===== config.mk =====
export PLATFORM = sky130hd
export DESIGN_NAME = fb_pixel_writer
export DESIGN_NICKNAME = d
export VERILOG_FILES = /design/src/rtl/vga_pkg.sv /design/src/rtl/pix_fifo.sv /design/src/rtl/fb_pixel_writer.sv
export SDC_FILE = /design/constraint.sdc
export NUM_CORES = 1
export LEC_CHECK = 0
export CAP_MARGIN = 5
export CORE_MARGIN = 8
export CORE_UTILIZATION = 53
export CTS_BUF_LIST = sky130_fd_sc_hd__clkbuf_8
export DETAILED_ROUTE_END_ITERATION = 8
export PLACE_DENSITY = 0.84
export SLEW_MARGIN = 30
export SYNTH_ARGS = -nofsm -noshare
export SYNTH_HDL_FRONTEND = slang
export SYNTH_HIERARCHICAL = 1
export SYNTH_SLANG_ARGS = --single-unit

===== constraint.sdc =====
create_clock -name clk -period 2.5 [get_ports clk]
set_input_delay 0.25 -clock clk [delete_from_list [all_inputs] [get_ports clk]]
set_output_delay 0.25 -clock clk [all_outputs]
set_load 0.05 [all_outputs]

===== src/rtl/vga_pkg.sv =====
`default_nettype none
// +-----------------------------------------------------------------+
// | vga_pkg: shared defaults, types and FSM encoding for the pixel  |
// | sink path.                         Revision: 1.0                |
// +-----------------------------------------------------------------+
package vga_pkg;

    localparam int H_RES_DEF  = 640;
    localparam int V_RES_DEF  = 480;
    localparam int ADDR_W_DEF = 19;
    localparam int COLR_W_DEF = 4;

    typedef logic [COLR_W_DEF-1:0] colr_t;

    typedef enum logic [1:0] {
        IDLE  = 2'd0,
        DRAIN = 2'd1,
        CLEAR = 2'd2
    } fsm_e;

    typedef struct packed {
        logic [ADDR_W_DEF-1:0] addr;
        colr_t                 colr;
    } pix_word_t;

endpackage

`default_nettype wire


===== src/rtl/pix_fifo.sv =====
`default_nettype none
// +-----------------------------------------------------------------+
// | pix_fifo: first-word-fall-through FIFO; dout shows the head     |
// | entry whenever empty is low.       Revision: 1.0                |
// +-----------------------------------------------------------------+
module pix_fifo #(
    parameter int WIDTH = 23,
    parameter int DEPTH = 4
) (
    input  logic             clk,
    input  logic             rst_n,
    input  logic             push,
    input  logic [WIDTH-1:0] din,
    input  logic             pop,
    output logic             full,
    output logic             empty,
    output logic [WIDTH-1:0] dout
);

    localparam int PTR_W = $clog2(DEPTH);

    logic [WIDTH-1:0] mem_q [DEPTH];
    logic [WIDTH-1:0] mem_d [DEPTH];
    logic [PTR_W:0]   wr_ptr_q, wr_ptr_d;
    logic [PTR_W:0]   rd_ptr_q, rd_ptr_d;

    // Extra pointer MSB distinguishes full from empty when the indices match.
    assign empty = (wr_ptr_q == rd_ptr_q);
    assign full  = (wr_ptr_q[PTR_W] != rd_ptr_q[PTR_W]) &&
                   (wr_ptr_q[PTR_W-1:0] == rd_ptr_q[PTR_W-1:0]);
    assign dout  = mem_q[rd_ptr_q[PTR_W-1:0]];

    always_comb begin
        mem_d    = mem_q;
        wr_ptr_d = wr_ptr_q;
        rd_ptr_d = rd_ptr_q;
        if (push && !full) begin
            mem_d[wr_ptr_q[PTR_W-1:0]] = din;
            wr_ptr_d = wr_ptr_q + 1'b1;
        end
        if (pop && !empty) begin
            rd_ptr_d = rd_ptr_q + 1'b1;
        end
    end

    always_ff @(posedge clk or negedge rst_n) begin
        if (!rst_n) begin
            mem_q    <= '{default: '0};
            wr_ptr_q <= '0;
            rd_ptr_q <= '0;
        end else begin
            mem_q    <= mem_d;
            wr_ptr_q <= wr_ptr_d;
            rd_ptr_q <= rd_ptr_d;
        end
    end

endmodule

`default_nettype wire


===== src/rtl/fb_pixel_writer.sv =====
`default_nettype none
// +-----------------------------------------------------------------+
// | fb_pixel_writer: clips pixel beats, linearises them into        |
// | framebuffer writes, and runs the frame-clear sweep.  Rev: 1.0   |
// +-----------------------------------------------------------------+
module fb_pixel_writer
    import vga_pkg::*;
#(
    parameter int XY_BITW    = 16,
    parameter int H_RES      = H_RES_DEF,
    parameter int V_RES      = V_RES_DEF,
    parameter int ADDR_W     = ADDR_W_DEF,
    parameter int COLR_W     = COLR_W_DEF,
    parameter int FIFO_DEPTH = 4
) (
    input  logic               clk,
    input  logic               rst_n,
    input  logic [XY_BITW-1:0] pix_x,
    input  logic [XY_BITW-1:0] pix_y,
    input  logic [COLR_W-1:0]  pix_colr,
    input  logic               pix_valid,
    input  logic               pix_last,
    output logic               pix_ready,
    input  logic               clear_start,
    input  logic [COLR_W-1:0]  clear_colr,
    output logic [ADDR_W-1:0]  mem_addr,
    output logic [COLR_W-1:0]  mem_data,
    output logic               mem_we,
    input  logic               mem_ready,
    output logic               busy,
    output logic               clear_done,
    output logic [15:0]        line_count,
    output logic [15:0]        clip_count
);

    localparam int FIFO_W = ADDR_W + COLR_W;
    localparam int PROD_W = 2 * XY_BITW + 2;
    localparam logic [ADDR_W-1:0] CLR_LAST = ADDR_W'(H_RES * V_RES - 1);

    fsm_e              state_q, state_d;
    logic              clear_pend_q, clear_pend_d;
    logic [ADDR_W-1:0] clr_cnt_q, clr_cnt_d;
    logic [COLR_W-1:0] clr_colr_q, clr_colr_d;
    logic              clear_done_q, clear_done_d;
    logic [15:0]       line_count_q, line_count_d;
    logic [15:0]       clip_count_q, clip_count_d;

    logic              accept, in_range, fifo_push, fifo_pop;
    logic              fifo_full, fifo_empty;
    logic [ADDR_W-1:0] pix_addr;
    logic [FIFO_W-1:0] fifo_dout;

    // Reset gating keeps every output low while rst_n is asserted.
    assign pix_ready = rst_n && (state_q == IDLE) && !fifo_full && !clear_pend_q;
    assign accept    = pix_valid && pix_ready;
    assign in_range  = (int'(pix_x) < H_RES) && (int'(pix_y) < V_RES);
    assign fifo_push = accept && in_range;
    assign pix_addr  = ADDR_W'(PROD_W'(pix_y) * PROD_W'(H_RES) + PROD_W'(pix_x));

    assign busy       = (state_q != IDLE) || !fifo_empty;
    assign clear_done = clear_done_q;
    assign line_count = line_count_q;
    assign clip_count = clip_count_q;

    pix_fifo #(
        .WIDTH (FIFO_W),
        .DEPTH (FIFO_DEPTH)
    ) u_fifo (
        .clk   (clk),
        .rst_n (rst_n),
        .push  (fifo_push),
        .din   ({pix_addr, pix_colr}),
        .pop   (fifo_pop),
        .full  (fifo_full),
        .empty (fifo_empty),
        .dout  (fifo_dout)
    );

    always_comb begin
        state_d      = state_q;
        clear_pend_d = clear_pend_q;
        clr_cnt_d    = clr_cnt_q;
        clr_colr_d   = clr_colr_q;
        clear_done_d = 1'b0;
        line_count_d = line_count_q;
        clip_count_d = clip_count_q;
        fifo_pop     = 1'b0;
        mem_we       = 1'b0;
        mem_addr     = '0;
        mem_data     = '0;

        if (accept && pix_last) begin
            line_count_d = line_count_q + 16'd1;
        end
        if (accept && !in_range && (clip_count_q != 16'hFFFF)) begin
            clip_count_d = clip_count_q + 16'd1;
        end

        // Queued pixels keep draining in IDLE and DRAIN; the sweep owns the port in CLEAR.
        if (state_q == CLEAR) begin
            mem_we   = 1'b1;
            mem_addr = clr_cnt_q;
            mem_data = clr_colr_q;
        end else if (!fifo_empty) begin
            mem_we   = 1'b1;
            mem_addr = fifo_dout[FIFO_W-1:COLR_W];
            mem_data = fifo_dout[COLR_W-1:0];
            fifo_pop = mem_ready;
        end

        case (state_q)
            IDLE: begin
                if (clear_pend_q) begin
                    state_d      = DRAIN;
                    clear_pend_d = 1'b0;
                end else if (clear_start) begin
                    clear_pend_d = 1'b1;
                    clr_colr_d   = clear_colr;
                end
            end
            DRAIN: begin
                if (fifo_empty) begin
                    state_d   = CLEAR;
                    clr_cnt_d = '0;
                end
            end
            CLEAR: begin
                if (mem_ready) begin
                    if (clr_cnt_q == CLR_LAST) begin
                        state_d      = IDLE;
                        clear_done_d = 1'b1;
                    end else begin
                        clr_cnt_d = clr_cnt_q + 1'b1;
                    end
                end
            end
            default: state_d = IDLE;
        endcase
    end

    always_ff @(posedge clk or negedge rst_n) begin
        if (!rst_n) begin
            state_q      <= IDLE;
            clear_pend_q <= 1'b0;
            clr_cnt_q    <= '0;
            clr_colr_q   <= '0;
            clear_done_q <= 1'b0;
            line_count_q <= '0;
            clip_count_q <= '0;
        end else begin
            state_q      <= state_d;
            clear_pend_q <= clear_pend_d;
            clr_cnt_q    <= clr_cnt_d;
            clr_colr_q   <= clr_colr_d;
            clear_done_q <= clear_done_d;
            line_count_q <= line_count_d;
            clip_count_q <= clip_count_d;
        end
    end

endmodule

`default_nettype wire


======== After elaboration in Yosys (flattened, before gate mapping) ========
Cells that the tools add are included.
operators by class
  magnitude comparators ................... 5
  bitwise gates (word level) .............. 3
  mux-type cells .......................... 28
  add/subtract/negate cells ............... 6
  multipliers ............................. 1
  reduce and logical (&&, ||, !) cells .... 24
  equal/unequal tests ..................... 12
operators with widths
  cell                   count
  $mux 19                5
  $bwmux 92              1
  $mux 23                3
  $bmux 23 s2            1
  $demux 23 s2           1
  $pmux 19 s2            1
  $add 16x1->16 const B  2
  $add 19x1->19 const B  1
  $add 19x16->19         1
  $eq 19x19->1 const B   1
  $lt 16x10->1 const B   1
  $lt 16x9->1 const B    1
  $mul 16x3->12 const B  1
  $ne 16x16->1 const B   1
  $logic_and 1x1->1      13
  $mux 1                 9
  $mux 2                 4
  $mux 4                 2
  $ne 2x2->1 const B     4
  $reduce_and 4->1       2
  $add 3x1->3 const B    2
  $ge 3x3->1 const B     2
  $not 2->3              2
  $pmux 2 s3             1
  other kinds (13)       17
word-level totals
  input bits .............................. 46
  logic and storage cells ................. 92
  output and inout bits ................... 59
  bits in registers ....................... 157

======== Depth between registers and ports, before layout ========
Gate-level depths: netlist of the first run.
  depth after elaboration ................. 8
  mapped depth ............................ 13
  gate-level depth less buffers ........... 13

======== Cells and area by module ========
The synthesis of the first run kept the hierarchy.
by module, submodules not included
  module           times used  cells each  area each (µm²)  seq. area each (µm²)
  pix_fifo         1           267         4818.4           2452.4
  fb_pixel_writer  1           447         3975.1           1476.4

======== Least setup slack after synthesis of the first run ========
Ideal clock, no wire load.
  path kind ............................... register to output
  start point ............................. register u_fifo.rd_ptr_q[0]
  end point ............................... output port mem_addr[0]
  data required time ...................... 2.250 ns
  arrival ................................. 2.578 ns
  slack ................................... -0.328 ns
  stages on the path, launching flop included .. 8
  buffers on the path ..................... 2
  cell sequence ........................... dfrtp_1 buf_2 xor2_1 nor3_1 clkinv_1 clkbuf_1 nand2_1 o21ai_0
on the way
  elaborated cells on any way between the ends .. 7
  those cells by class .................... 1 x eq/ne; 5 x mux; 1 x bitwise
RTL lines
  item                    line                    text
  start, declared         pix_fifo.sv:25          logic [PTR_W:0] rd_ptr_q, rd_ptr_d;
  start signal, assigned  pix_fifo.sv:54          rd_ptr_q <= rd_ptr_d;
  $eq 3x3->1              pix_fifo.sv:28          assign empty = (wr_ptr_q == rd_ptr_q);
  net fifo_empty          fb_pixel_writer.sv:49   logic fifo_full, fifo_empty;
  $mux 19                 fb_pixel_writer.sv:104  end else if (!fifo_empty) begin
  $mux 19                 fb_pixel_writer.sv:100  if (state_q == CLEAR) begin
  end, declared           fb_pixel_writer.sv:26   output logic [ADDR_W-1:0] mem_addr,
The timed path passes the listed nets, and every way through them passes these cells. The select of a mux whose other input is x is not followed.

======== Worst setup path after layout of the first run ========
  start point ............................. register u_fifo.wr_ptr_q[2]
  end point ............................... register u_fifo/mem_q[49] in the netlist's numbering
on the way
  longest elaborated chain between the ends .. 8
ends and longest elaborated chain
  item                             line                   text
  start, declared                  pix_fifo.sv:24         logic [PTR_W:0] wr_ptr_q, wr_ptr_d;
  start signal, assigned           pix_fifo.sv:53         wr_ptr_q <= wr_ptr_d;
  $ne 1x1->1                       pix_fifo.sv:29         assign full = (wr_ptr_q[PTR_W] != rd_ptr_q[PTR_W]) &&
  $logic_and 1x1->1                pix_fifo.sv:29
  net fifo_full                    fb_pixel_writer.sv:49
  $logic_not 1->1                  fb_pixel_writer.sv:54  assign pix_ready = rst_n && (state_q == IDLE) && !fifo_full && !clear_pend_q;
  $logic_and 1x1->1 (2 in series)  fb_pixel_writer.sv:54
  $logic_and 1x1->1                fb_pixel_writer.sv:55  assign accept = pix_valid && pix_ready;
  $logic_and 1x1->1                fb_pixel_writer.sv:57  assign fifo_push = accept && in_range;
  net fifo_push                    fb_pixel_writer.sv:48  logic accept, in_range, fifo_push, fifo_pop;
  $logic_and 1x1->1                pix_fifo.sv:37         if (push && !full) begin
  end signal, assigned             pix_fifo.sv:52         mem_q <= mem_d;
  end, declared                    pix_fifo.sv:22         logic [WIDTH-1:0] mem_q [DEPTH];
The timed path passes the listed nets, and every way through them passes these cells.
A chain may end at the register's enable or synchronous reset.

==> impl_results.md, run 1 <==
- Sequential share of power: 45.1%
- Slew HR: 41.54%
- Final Non-Filler Cells: between 1000 and 1500
- GP Congestion: around 0.88
- Compound-Gate Fraction of Synth Area: roughly 5.9%
- Worst path top cell family by delay: simple AND/OR/NAND/NOR gates
- Clock power frac: between 30% and 40%
- Fin Hold WS: -67.58 ps
- Most frequent cells in the layout: dfrtp_1 (152), mux2_4 (85), buf_4 (84), nand2_1 (77), clkdlybuf4s50_1 (69)
- Post-route cell area: about 12000 sq um
- Post-Synthesis Cell Area: around 9000 sq um
- Worst-path maximum fanout: 6
- Synth top area share: between 40% and 50%
- Die Area: between 20000 and 25000 sq um
- Routed vias: ~6400
- Yosys Warn Count: 6
- Final setup viols: between 40 and 50
- FP Rows: 47
- Max IR drop VDD: between 500 and 600 uV
- Crit path buf inv count: 4
- Syn nets: around 800
- Failing checks: hold timing, setup timing
- Hold_buf cts: 0
- Diodes inserted: 0
- Clock Pin Slew Worst Setup and Hold Paths: approximately 90 ps
- TritonCTS clock tree: yes
- Crit path time final: roughly 2500 ps
- Port bufs: ~100
- CP Class: reg -> reg
- Reg-to-Reg Start: u_fifo/wr_ptr_q[2]
- Pins Over Slew Limit: 0
- Final ANT Viol Nets: 0
- Syn avg cell area: 12.32 sq um
- Status: finished with violations
- First-pass GRT wire length: about 35 mm
- Worst min path class: in -> async
- Crit start category: flop
- Post-synthesis mux area share: approximately 23%
- Layout cell share with drive strength beyond 1: about two fifths
- Root buf cell: clkbuf_8
- Final setup margin: -44.04 ps
- Router iterations before antenna repair: 5
- Register-to-Register Setup Slack: -40 ps
- Synth cell types: 57
- Worst-Margin Slew: a little under 900 ps
- Crit end category: flop
- Final hold violation count: 40
- Core Area: roughly 16000 sq um
- Ys async rst share: 100.0%
- Detailed placement HPWL: 14.65 mm
- Vias per cell: around 5.6
- Int Power: between 0.004 and 0.005 W
- Starting Density: approximately 54%
- Comb pwr share: about a quarter
- Area grow syn2layout: 32.46%
- Routed len/inst: 19.47 um
- Ys flop type: dfrtp_1
- Starting DRT DRC Count: 262
- Critical R2R Capture: u_fifo/mem_q[49]
- Slowest-stage cell, CP: dfrtp_2
- Adder-Cell Fraction of Synth Area: 5.435%
- CP arrival: around 2900 ps
- Cell Area, Placed: 10730 sq um
- Clk sinks: between 150 and 200
- Dpl ws: -824.0 ps
- Switching share of power: around 31%
- CTS buffer count: 17
- Commonest non-fill, non-tap cell in the layout: dfrtp_1
- Seq cells post-synth: 157
- Pin count of the biggest net entering global routing: 158
- RSZ-0062 raised after global routing: yes
- Ranking of synthesized cells by area: dfrtp_1 (45%), mux2_4 (14%), mux4_2 (5.9%)
- Worst clock skew: ~15 ps
- Design Power: about 0.0058 W
- Final nets: a little under 1000
- Maximum operating frequency: around 400 MHz
- Largest family of logic cells by synthesized area: multiplexers
- Fin crit share: 101.8%
- Initial antenna violation count: 0
- Top cell type by total area after synthesis: dfrtp_1
- Placed cells: 1091
- Pleak: ~5.3 nW
- Clock Latency Late Sink: between 400 and 500 ps
- Layout fillers: around 1100
- Critical Path RT: approximately 2800 ps
- Post-synth EDFFs: 0
- Total gr overflow: 0
- Residual DRC count: 0
- # IOs: 105
- Crit-path cells: xor2_4 -> nand2_2 -> nor2_2 -> nor2b_2 -> and3_4 -> inv_2 -> nor3_2 -> buf_4 -> nand2_2 -> a31oi_4 -> buf_4 -> clkbuf_16 -> mux2_4
- Simple-gate share of the synthesized area: 11.92%
- Die W: around 140 um
- NetSw: about 0.0018 W
- Max cap viols: 0
- Vias in the first global route: about 7000
- Routed wire length: between 20 and 25 mm
- Crit path largest cell delay: ~460 ps
- Overall Global Routing Usage: a little over a fifth
- Sequential share of the synthesized area: ~45%
- H-tree level count: 4
- XOR/XNOR share of the synthesized area: roughly 7.0%
- Die height: approximately 140 um
- Worst R2R Path Depth: 13
- Power Density: 500.9 nW/um^2
- Synth Instances: 714
- Buffer levels on the longest clock path: 2
## through the flow
stage	setup TNS [ps]	util (%)	hold slack, ps
detailed placement	-32170	65.39	481.6
global route	-12210	70.99	26.93
CTS	-461.6	70.01	13.01
global placement	-26570	65.39	465.6
floorplan	-1247	-	-45.59
finish	-1209	70.99	-67.58
## power groups by stage
stage	registers [W]	clock network [W]	logic (W)
after floorplan	0.00268	0	0.000677
after global placement	0.00267	0	0.00120
after detailed placement	0.00268	0	0.00124
after CTS	0.00263	0.00185	0.00129
after global routing	0.00264	0.00197	0.00150
final	0.00263	0.00182	0.00138
## layer usage
metal,up-vias,track usage [%],share of wire [%]
li1,2944,-,-
met1,3210,27.44,42
met2,204,34.88,50
met3,27,5.774,6.4
met4,0,6.462,1.7
met5,-,0,0
## state kept, by name, summed over array words and instances, names as in the netlist
| name | count |
|---|---|
| state_q | 2 |
| u_fifo/rd_ptr_q | 3 |
| clr_colr_q | 4 |
| clip_count | 16 |
| clear_done | 1 |
| u_fifo/mem_q | 92 |
| clr_cnt_q | 19 |
| u_fifo/wr_ptr_q | 3 |
| line_count | 16 |
| clear_pend_q | 1 |
## worst max path at each step
stage,end,depth (start not counted),start,slack [ps]
CTS,u_fifo/mem_q[35],14,u_fifo/wr_ptr_q[2],-40
finish,u_fifo/mem_q[49],13,u_fifo/wr_ptr_q[2],-40
floorplan,u_fifo/mem_q[22],13,pix_y[3],-190
global route,u_fifo/mem_q[62],13,u_fifo/wr_ptr_q[2],-180
detailed placement,u_fifo/mem_q[22],13,pix_y[3],-820
global placement,u_fifo/mem_q[22],13,pix_y[5],-750
## synthesized netlist by cell type, types with 4 or more instances
| library cell | number |
|---|---|
| dfrtp_1 | 157 |
| nand2_1 | 83 |
| mux2_4 | 80 |
| o21ai_0 | 38 |
| xnor2_1 | 36 |
| ha_1 | 35 |
| nor2_1 | 34 |
| nand3_1 | 27 |
| xor2_1 | 26 |
| mux4_2 | 23 |
| mux2_2 | 22 |
| nand4_1 | 14 |
| inv_1 | 13 |
| clkbuf_1 | 12 |
| and3_1 | 11 |
| nor3_1 | 9 |
| a21oi_1 | 8 |
| buf_6 | 8 |
| nor2b_1 | 6 |
| and2_1 | 5 |
| nand2b_1 | 5 |
| a31oi_4 | 4 |
| buf_2 | 4 |
| o31ai_1 | 4 |
## cell families after synthesis
| family | Yosys count |
|---|---|
| AO/OA/AOI/OAI | 76 |
| XOR/XNOR | 65 |
| adder cells (fa/ha/maj) | 37 |
| buffers and inverters | 40 |
| flip-flops | 157 |
| multiplexers | 127 |
| AND/OR/NAND/NOR | 212 |
## final cells by class
cell class                      count  area (sq um)  area share, %
Tap cell                          220         275.3          2.363
Inverter                           14         55.05         0.4727
Clock inverter                     15         136.4          1.171
Multi-Input combinational cell    517          4989          42.83
Clock buffer                       17         234.0          2.009
Timing Repair Buffer              205          2023          17.37
Sequential cell                   157          3935          33.78
## worst register-to-register path, cell delays in order, from the launching register on
cell,delay [ps]
dfrtp_2,460
xor2_4,200
nand2_2,100
nor2_2,40
nor2b_2,120
and3_4,200
inv_2,30
nor3_2,160
buf_4,180
nand2_2,80
a31oi_4,220
buf_4,170
clkbuf_16,160
mux2_4,300
## what timing repair did
| item | 4_1_cts | 5_1_grt |
|---|---|---|
| cloned | 3 | 1 |
| setup buffers | 14 | 7 |
| endpoints found under the setup margin | 116 | 116 |
| endpoints found under the hold margin | 0 | 0 |
| pin swaps | 19 | 13 |
| gates resized for setup | 67 | 54 |
No activity file was read; power rests on OpenSTA's default activity.
==> inputs of run 2 (changes only) <==
--- a/config.mk
+++ b/config.mk
@@ -8,7 +8,6 @@
 export CAP_MARGIN = 5
-export CORE_MARGIN = 8
-export CORE_UTILIZATION = 53
+export CORE_UTILIZATION = 63
 export CTS_BUF_LIST = sky130_fd_sc_hd__clkbuf_8
 export DETAILED_ROUTE_END_ITERATION = 8
-export PLACE_DENSITY = 0.84
+export PLACE_DENSITY = 0.94
 export SLEW_MARGIN = 30
==> constraint.sdc (replaced) <==
create_clock -name clk -period 3 [get_ports clk]
set_input_delay 0.45 -clock clk [delete_from_list [all_inputs] [get_ports clk]]
set_output_delay 0.45 -clock clk [all_outputs]
set_load 0.05 [all_outputs]
==> impl_results.md, run 2 (synthesis gave the netlist of run 1 again) <==
- Starting DRT DRC Count: 854 (was 262)
- Core Area: 13450 sq um (was 16410 sq um)
- Buffer levels on the longest clock path: 2 (unchanged)
- Status: finished with violations (unchanged)
- Most frequent cells in the layout: dfrtp_1 (156), mux2_4 (84), nand2_1 (83), buf_4 (73), clkdlybuf4s50_1 (69) (was dfrtp_1 (152), mux2_4 (85), buf_4 (84), nand2_1 (77), clkdlybuf4s50_1 (69))
- Die Area: 14430 sq um (was 20970 sq um)
- Fin Hold WS: 343.2 ps (was -67.58 ps)
- Total gr overflow: 0 (unchanged)
- Slowest-stage cell, CP: dfrtp_2 (unchanged)
- Die W: 120.1 um (was 144.8 um)
- Routed wire length: 25.43 mm (was 22.30 mm)
- Cell Area, Placed: 10280 sq um (was 10730 sq um)
- Clock Latency Late Sink: 490 ps (was 450 ps)
- Max reg flops: 92 (unchanged)
- Comb pwr share: 21.3% (was 23.7%)
- CP Class: reg -> reg (unchanged)
- Starting Density: 65.36% (was 53.60%)
- CTS buffer count: 17 (unchanged)
- Initial antenna violation count: 1 (was 0)
- Max IR drop VDD: 306.8 uV (was 529.6 uV)
- # IOs: 105 (unchanged)
- Pins Over Slew Limit: 0 (unchanged)
- Clk sinks: 157 (unchanged)
- Crit start category: flop (unchanged)
- Sequential share of power: 45.1% (about the same)
- Crit end category: flop (unchanged)
- Overall Global Routing Usage: 35.63% (was 21.44%)
- Failing checks: setup timing (was hold timing, setup timing)
- Critical Path RT: 3360 ps (was 2840 ps)
- Final setup viols: 79 (was 42)
- GP Congestion: 0.8895 (was 0.8845)
- Routed len/inst: 23.97 um (was 19.47 um)
- Pleak: 5.001 nW (was 5.250 nW)
- Critical path's most frequent cell: nand2_1
- Worst clock skew: 20.84 ps (was 14.92 ps)
- Layout cell share with drive strength beyond 1: 32.47% (was 39.24%)
- Crit path largest cell delay: 480 ps (was 460 ps)
- Switching share of power: 30.72% (was 31.27%)
- Port bufs: 104 (unchanged)
- Residual DRC count: 0 (unchanged)
- Power Density: 445.8 nW/um^2 (was 500.9 nW/um^2)
- H-tree level count: 4 (unchanged)
- Max cap viols: 0 (unchanged)
- Clock power frac: 33.6% (was 31.2%)
- Clock Pin Slew Worst Setup and Hold Paths: 100 ps (was 90 ps)
- Reg with most FFs: u_fifo/mem_q (unchanged)
- Crit-path cells: xor2_4 -> nand2_1 -> nor2_1 -> nor2b_2 -> and3_4 -> inv_1 -> nor3_1 -> buf_4 -> nand2_1 -> a31oi_4 -> buf_12 -> mux2_2 (was xor2_4 -> nand2_2 -> nor2_2 -> nor2b_2 -> and3_4 -> inv_2 -> nor3_2 -> buf_4 -> nand2_2 -> a31oi_4 -> buf_4 -> clkbuf_16 -> mux2_4)
- Int Power: 0.003398 W (was 0.004010 W)
- Final nets: 954 (was 995)
- Commonest non-fill, non-tap cell in the layout: dfrtp_1 (unchanged)
- FP Rows: 42 (was 47)
- Post-route cell area: 11000 sq um (was 11650 sq um)
- Worst min path class: in -> async (unchanged)
- Layout fillers: 664 (was 1068)
- Final setup margin: -153.9 ps (was -44.04 ps)
- Worst R2R Path Depth: 12 (was 13)
- Routed vias: 6884 (was 6385)
- Final hold violation count: 0 (was 40)
- Area grow syn2layout: 25.10% (was 32.46%)
- Fin crit share: 105.1% (was 101.8%)
- Worst-path maximum fanout: 11 (was 6)
- Vias per cell: 6.488 (was 5.576)
- Crit path time final: 3154 ps (was 2544 ps)
- Worst-Margin Slew: 732.8 ps (was 876.9 ps)
- Router iterations before antenna repair: 6 (was 5)
- Vias in the first global route: 7142 (was 6818)
- Slew HR: 51.02% (was 41.54%)
- Root buf cell: clkbuf_8 (unchanged)
- CP arrival: 3520 ps (was 2880 ps)
- Maximum operating frequency: 317.1 MHz (was 393.1 MHz)
- Pin count of the biggest net entering global routing: 78 (was 158)
- Final ANT Viol Nets: 0 (unchanged)
- Die height: 120.1 um (was 144.8 um)
- Detailed placement HPWL: 15.56 mm (was 14.65 mm)
- Largest registers: u_fifo/mem_q: 92 flops, clr_cnt_q: 19 flops (unchanged)
- First-pass GRT wire length: 38.81 mm (was 35.02 mm)
- TritonCTS clock tree: yes (unchanged)
- NetSw: 0.001507 W (was 0.001824 W)
## run 2: changes by cell type in the layout (fill, tap and decap cells not counted), sizes merged, moves of 2 or more
cell          before  now
buf              131   85
bufinv             1    3
clkinv             2    6
clkinvlp           5    3
dlygate4sd2        0    2
dlymetal6s2s       0    3
inv               21   17
## run 2: area by class of cell
class / count / area (sq um) / share of cell area, %
clock inverter: 15 / 157.7 / 1.433
inverter: 14 / 52.55 / 0.4777
clock buffer: 17 / 234.0 / 2.127
antenna: 1 / 2.502 / 0.02275
multi-input combinational: 517 / 4867 / 44.24
tap: 176 / 220.2 / 2.002
timing repair buffer: 164 / 1536 / 13.97
sequential: 157 / 3930 / 35.73
## run 2: timing repair
action | 4_1_cts | 5_1_grt
buffers inserted | 5 | 0
resized for setup | 27 | 30
setup endpoints to repair | 81 | 75
hold endpoints to repair | 11 | 0
cloned | 0 | 2
hold buffers | 1 | 0
pin swaps | 15 | 14
## run 2: power by group through the flow
stage	registers [W]	logic [W]	clock network [W]
6_report	0.00221	0.00105	0.00165
5_1_grt	0.00222	0.00112	0.00172
4_1_cts	0.00221	0.000987	0.00162
3_5_place_dp	0.00225	0.000934	0
3_3_place_gp	0.00224	0.000877	0
2_1_floorplan	0.00223	0.000533	0
## run 2: critical path, delay by kind of cell, from the launching register on
family	cells	cell delay, ps
XOR/XNOR	1	220
AND/OR/NAND/NOR	6	1100
multiplexers	1	350
AO/OA/AOI/OAI	1	320
flip-flops	1	480
buffers and inverters	3	550
## run 2: worst paths after layout
| kind | slack [ps] | startpoint | endpoint |
|---|---|---|---|
| min | 340 | rst_n | u_fifo/mem_q[38] |
| min reg2reg | 480 | line_count[15] | line_count[15] |
| max in group asynchronous | 1690 | rst_n | u_fifo/wr_ptr_q[2] |
| max reg2reg | -150 | u_fifo/wr_ptr_q[2] | u_fifo/mem_q[2] |
| min in group clk | 480 | line_count[15] | line_count[15] |
| max | -150 | u_fifo/wr_ptr_q[2] | u_fifo/mem_q[2] |
## run 2: metrics by stage
stage | instances | setup slack (ps) | power, W | setup TNS (ps) | utilization, %
2_1_floorplan | 714 | 39.17 | 0.002767 | 0 | -
3_3_place_gp | 1020 | -475.3 | 0.003121 | -11340 | 76.44
3_5_place_dp | 1020 | -661.5 | 0.003181 | -16280 | 76.44
4_1_cts | 1058 | 5.545 | 0.004814 | 0 | 80.67
5_1_grt | 1060 | -140.7 | 0.005061 | -3767 | 81.75
6_report | 1061 | -153.9 | 0.004905 | -3403 | 81.77
## run 2: per-layer routing
layer	vias up	track usage [%]	part of all wire [%]
met5	-	0	0
met4	0	19.53	5.8
met3	128	5.894	7.3
met2	410	60.17	50
met1	3474	43.60	37
li1	2872	-	-
==> inputs of run 3 (changes only) <==
- ABC_AREA: default -> 1
- ABC_CLOCK_PERIOD_IN_PS: default -> 3000
- CORE_UTILIZATION: 63 -> 64
==> impl_results.md, run 3 <==
- Reg with most FFs: u_fifo/mem_q (unchanged)
- Comb pwr share: 23.1% (was 21.3%)
- Initial antenna violation count: 0 (was 1)
- Crit path buf inv count: 5 (was 3)
- Design Power: 0.004838 W (was 0.004905 W)
- Crit end category: primary output (was flop)
- Port bufs: 104 (unchanged)
- Clock power frac: 31.6% (was 33.6%)
- Detailed placement HPWL: 18.52 mm (was 15.56 mm)
- Vias in the first global route: 9834 (was 7142)
- Area grow syn2layout: 20.80% (was 25.10%)
- Final nets: 1490 (was 954)
- Power Density: 406.9 nW/um^2 (was 445.8 nW/um^2)
- CP arrival: 2500 ps (was 3520 ps)
- GP Congestion: 0.9253 (was 0.8895)
- Sequential share of the synthesized area: 39.92% (was 44.68%)
- Syn nets: 1383 (was 797)
- Final setup margin: 54.06 ps (was -153.9 ps)
- Die W: 126.0 um (was 120.1 um)
- Worst-path maximum fanout: 23 (was 11)
- Max reg flops: 92 (unchanged)
- Synth Instances: 1300 (was 714)
- Final hold violation count: 0 (unchanged)
- Synth cell count leaders: nand2_1 (417), dfrtp_1 (157), nor2_1 (112), nand4_1 (102), nand3_1 (81) (was dfrtp_1 (157), nand2_1 (83), mux2_4 (80), o21ai_0 (38), xnor2_1 (36))
- Diodes inserted: 0 (was 1)
- Pleak: 5.984 nW (was 5.001 nW)
- Router iterations before antenna repair: 6 (unchanged)
- Switching share of power: 30.93% (was 30.72%)
- Most frequent cells in the layout: nand2_1 (414), dfrtp_1 (155), nor2_1 (110), nand4_1 (102), nand3_1 (80) (was dfrtp_1 (156), mux2_4 (84), nand2_1 (83), buf_4 (73), clkdlybuf4s50_1 (69))
- Top cell type by total area after synthesis: dfrtp_1 (unchanged)
- Overall Global Routing Usage: 37.40% (was 35.63%)
- Compound-Gate Fraction of Synth Area: 6.395% (was 5.933%)
- XOR/XNOR share of the synthesized area: 4.805% (was 6.986%)
- Total gr overflow: 0 (unchanged)
- Vias per cell: 6.391 (was 6.488)
- Crit path largest cell delay: 450 ps (was 480 ps)
- Post-Synthesis Cell Area: 9842 sq um (was 8793 sq um)
- Residual DRC count: 0 (unchanged)
- Starting DRT DRC Count: 1590 (was 854)
- Worst R2R Path Depth: 11 (was 12)
- Simple-gate share of the synthesized area: 36.10% (was 11.92%)
- First-pass GRT wire length: 47.19 mm (was 38.81 mm)
- Max cap viols: 0 (unchanged)
- Ys flop type: dfrtp_1 (unchanged)
- Routed len/inst: 18.35 um (was 23.97 um)
- Layout cell share with drive strength beyond 1: 13.67% (was 32.47%)
- Clk sinks: 157 (unchanged)
- Register-to-Register Setup Slack: 360 ps (was -150 ps)
- Commonest non-fill, non-tap cell in the layout: nand2_1 (was dfrtp_1)
- Root buf cell: clkbuf_8 (unchanged)
- CTS buffer count: 17 (unchanged)
- Layout fillers: 824 (was 664)
- WP depth: 10 (was 12)
- Die height: 126.0 um (was 120.1 um)
- Worst min path class: in -> async (unchanged)
- Most frequent cell after synthesis: nand2_1 (was dfrtp_1)
- Fin Hold WS: 50.00 ps (was 343.2 ps)
- Final ANT Viol Nets: 0 (unchanged)
- Synth cell types: 39 (was 57)
- Largest registers: u_fifo/mem_q: 92 flops, clr_cnt_q: 19 flops (unchanged)
- Ys async rst share: 100.0% (unchanged)
- Adder-Cell Fraction of Synth Area: 4.856% (was 5.435%)
- Post-route cell area: 11890 sq um (was 11000 sq um)
- Clock Pin Slew Worst Setup and Hold Paths: 90 ps (was 100 ps)
- Final Non-Filler Cells: 1603 (was 1061)
- Seq cells post-synth: 157 (unchanged)
- Reg-to-Reg Start: u_fifo/wr_ptr_q[1] (was u_fifo/wr_ptr_q[2])
- Cell Area, Placed: 11360 sq um (was 10280 sq um)
- Slowest-stage cell, CP: dfrtp_1 (was dfrtp_2)
- CP Class: reg -> out (was reg -> reg)
- FP Rows: 44 (was 42)
- Critical R2R Capture: u_fifo/mem_q[41] (was u_fifo/mem_q[2])
- Post-synth EDFFs: 0 (unchanged)
- Clock Latency Late Sink: 480 ps (was 490 ps)
- Starting Density: 66.71% (was 65.36%)
- Maximum operating frequency: 339.5 MHz (was 317.1 MHz)
- Ranking of synthesized cells by area: dfrtp_1 (40%), nand2_1 (16%), nand4_1 (6.5%) (was dfrtp_1 (45%), mux2_4 (14%), mux4_2 (5.9%))
- Worst path top cell family by delay: buffers and inverters (was simple AND/OR/NAND/NOR gates)
- Status: finished clean (was finished with violations)
- Pins Over Slew Limit: 0 (unchanged)
- Crit path time final: 2946 ps (was 3154 ps)
- Buffer levels on the longest clock path: 2 (unchanged)
- Max IR drop VDD: 296.3 uV (was 306.8 uV)
- Dpl ws: -549.2 ps (was -661.5 ps)
- Post-synthesis mux area share: 0.4577% (was 22.60%)
- Critical Path RT: 2550 ps (was 3360 ps)
- Pin count of the biggest net entering global routing: 158 (was 78)
- H-tree level count: 4 (unchanged)
- Placed cells: 1569 (was 1020)
- Sequential share of power: 45.2% (was 45.1%)
- Core Area: 14750 sq um (was 13450 sq um)
- Crit-path cells: inv_1 -> nand2_1 -> nand2_1 -> nand3b_1 -> inv_2 -> inv_1 -> buf_4 -> nand3_1 -> o21ai_0 -> buf_12 (was xor2_4 -> nand2_1 -> nor2_1 -> nor2b_2 -> and3_4 -> inv_1 -> nor3_1 -> buf_4 -> nand2_1 -> a31oi_4 -> buf_12 -> mux2_2)
- Routed vias: 10240 (was 6884)
- Syn avg cell area: 7.571 sq um (was 12.32 sq um)
- Largest family of logic cells by synthesized area: simple AND/OR/NAND/NOR gates (was multiplexers)
- Crit start category: flop (unchanged)
- Fin crit share: 98.20% (was 105.1%)
- Worst-Margin Slew: 950.7 ps (was 732.8 ps)
- Int Power: 0.003342 W (was 0.003398 W)
- TritonCTS clock tree: yes (unchanged)
- Slew HR: 36.62% (was 51.02%)
- Final setup viols: 0 (was 79)
- Die Area: 15880 sq um (was 14430 sq um)
- Synth top area share: 39.92% (was 44.68%)
- # IOs: 105 (unchanged)
- Yosys Warn Count: 6 (unchanged)
- Routed wire length: 29.41 mm (was 25.43 mm)
- NetSw: 0.001496 W (was 0.001507 W)
- Worst clock skew: 11.06 ps (was 20.84 ps)
## run 3: kinds of logic (layout without fill, tap and decap cells)
logic type	Yosys count	after routing
simple gates	781	781
flops	157	157
buf+inv	153	272
compound gates	114	114
xor+xnor	54	54
fa+ha+maj	37	37
mux	4	4
## run 3: cell type report
cell class | count | area (sq um) | share of cell area [%]
clock buffer | 20 | 275.3 | 2.315
clock inverter | 11 | 95.09 | 0.7998
inverter | 83 | 311.5 | 2.621
multi-input combinational | 990 | 5308 | 44.64
sequential | 157 | 3931 | 33.07
tap | 184 | 230.2 | 1.936
timing repair buffer | 158 | 1738 | 14.62
## run 3: worst register-to-register path: cells and delay by family, from the launching register on
kind | cells | cell delay (ps)
AND/OR/NAND/NOR | 9 | 1860
flip-flops | 1 | 440
buffers and inverters | 2 | 210
## run 3: power by group through the flow
| stage | clock network (W) | logic [W] | registers, W |
|---|---|---|---|
| finish | 0.00153 | 0.00112 | 0.00219 |
| floorplan | 0 | 0.000549 | 0.00222 |
| global route | 0.00162 | 0.00120 | 0.00219 |
| global placement | 0 | 0.00101 | 0.00223 |
| detailed placement | 0 | 0.00105 | 0.00223 |
| CTS | 0.00152 | 0.00108 | 0.00219 |
## run 3: layer usage
layer | up-vias | part of all wire [%] | global-route usage [%]
li1 | 4493 | - | -
met1 | 4757 | 35 | 45.25
met2 | 800 | 48 | 61.59
met3 | 194 | 12 | 9.686
met4 | 0 | 4.8 | 19.84
met5 | - | 0 | 0
## run 3: worst max path at each step
stage,endpoint,startpoint,slack (ps)
final,mem_addr[7],u_fifo/rd_ptr_q[2],50
after CTS,u_fifo/mem_q[91],pix_y[1],1
after global placement,u_fifo/mem_q[43],pix_y[3],-410
after detailed placement,u_fifo/mem_q[20],pix_y[1],-550
after global routing,mem_addr[11],u_fifo/rd_ptr_q[2],-40
after floorplan,u_fifo/mem_q[20],pix_y[1],120
## run 3: metrics by stage
step                TNS (ps)  util [%]
global placement       -8388     77.01
finish                     0     80.58
floorplan                  0         -
global route          -142.2     80.58
detailed placement    -11710     77.01
CTS                        0     79.92
## run 3: what timing repair did
| action | in CTS | in global routing |
|---|---|---|
| setup buffers | 0 | 3 |
| pin swaps | 3 | 8 |
| hold buffers | 0 | 0 |
| gates resized for setup | 13 | 16 |
| setup endpoints to repair | 29 | 31 |
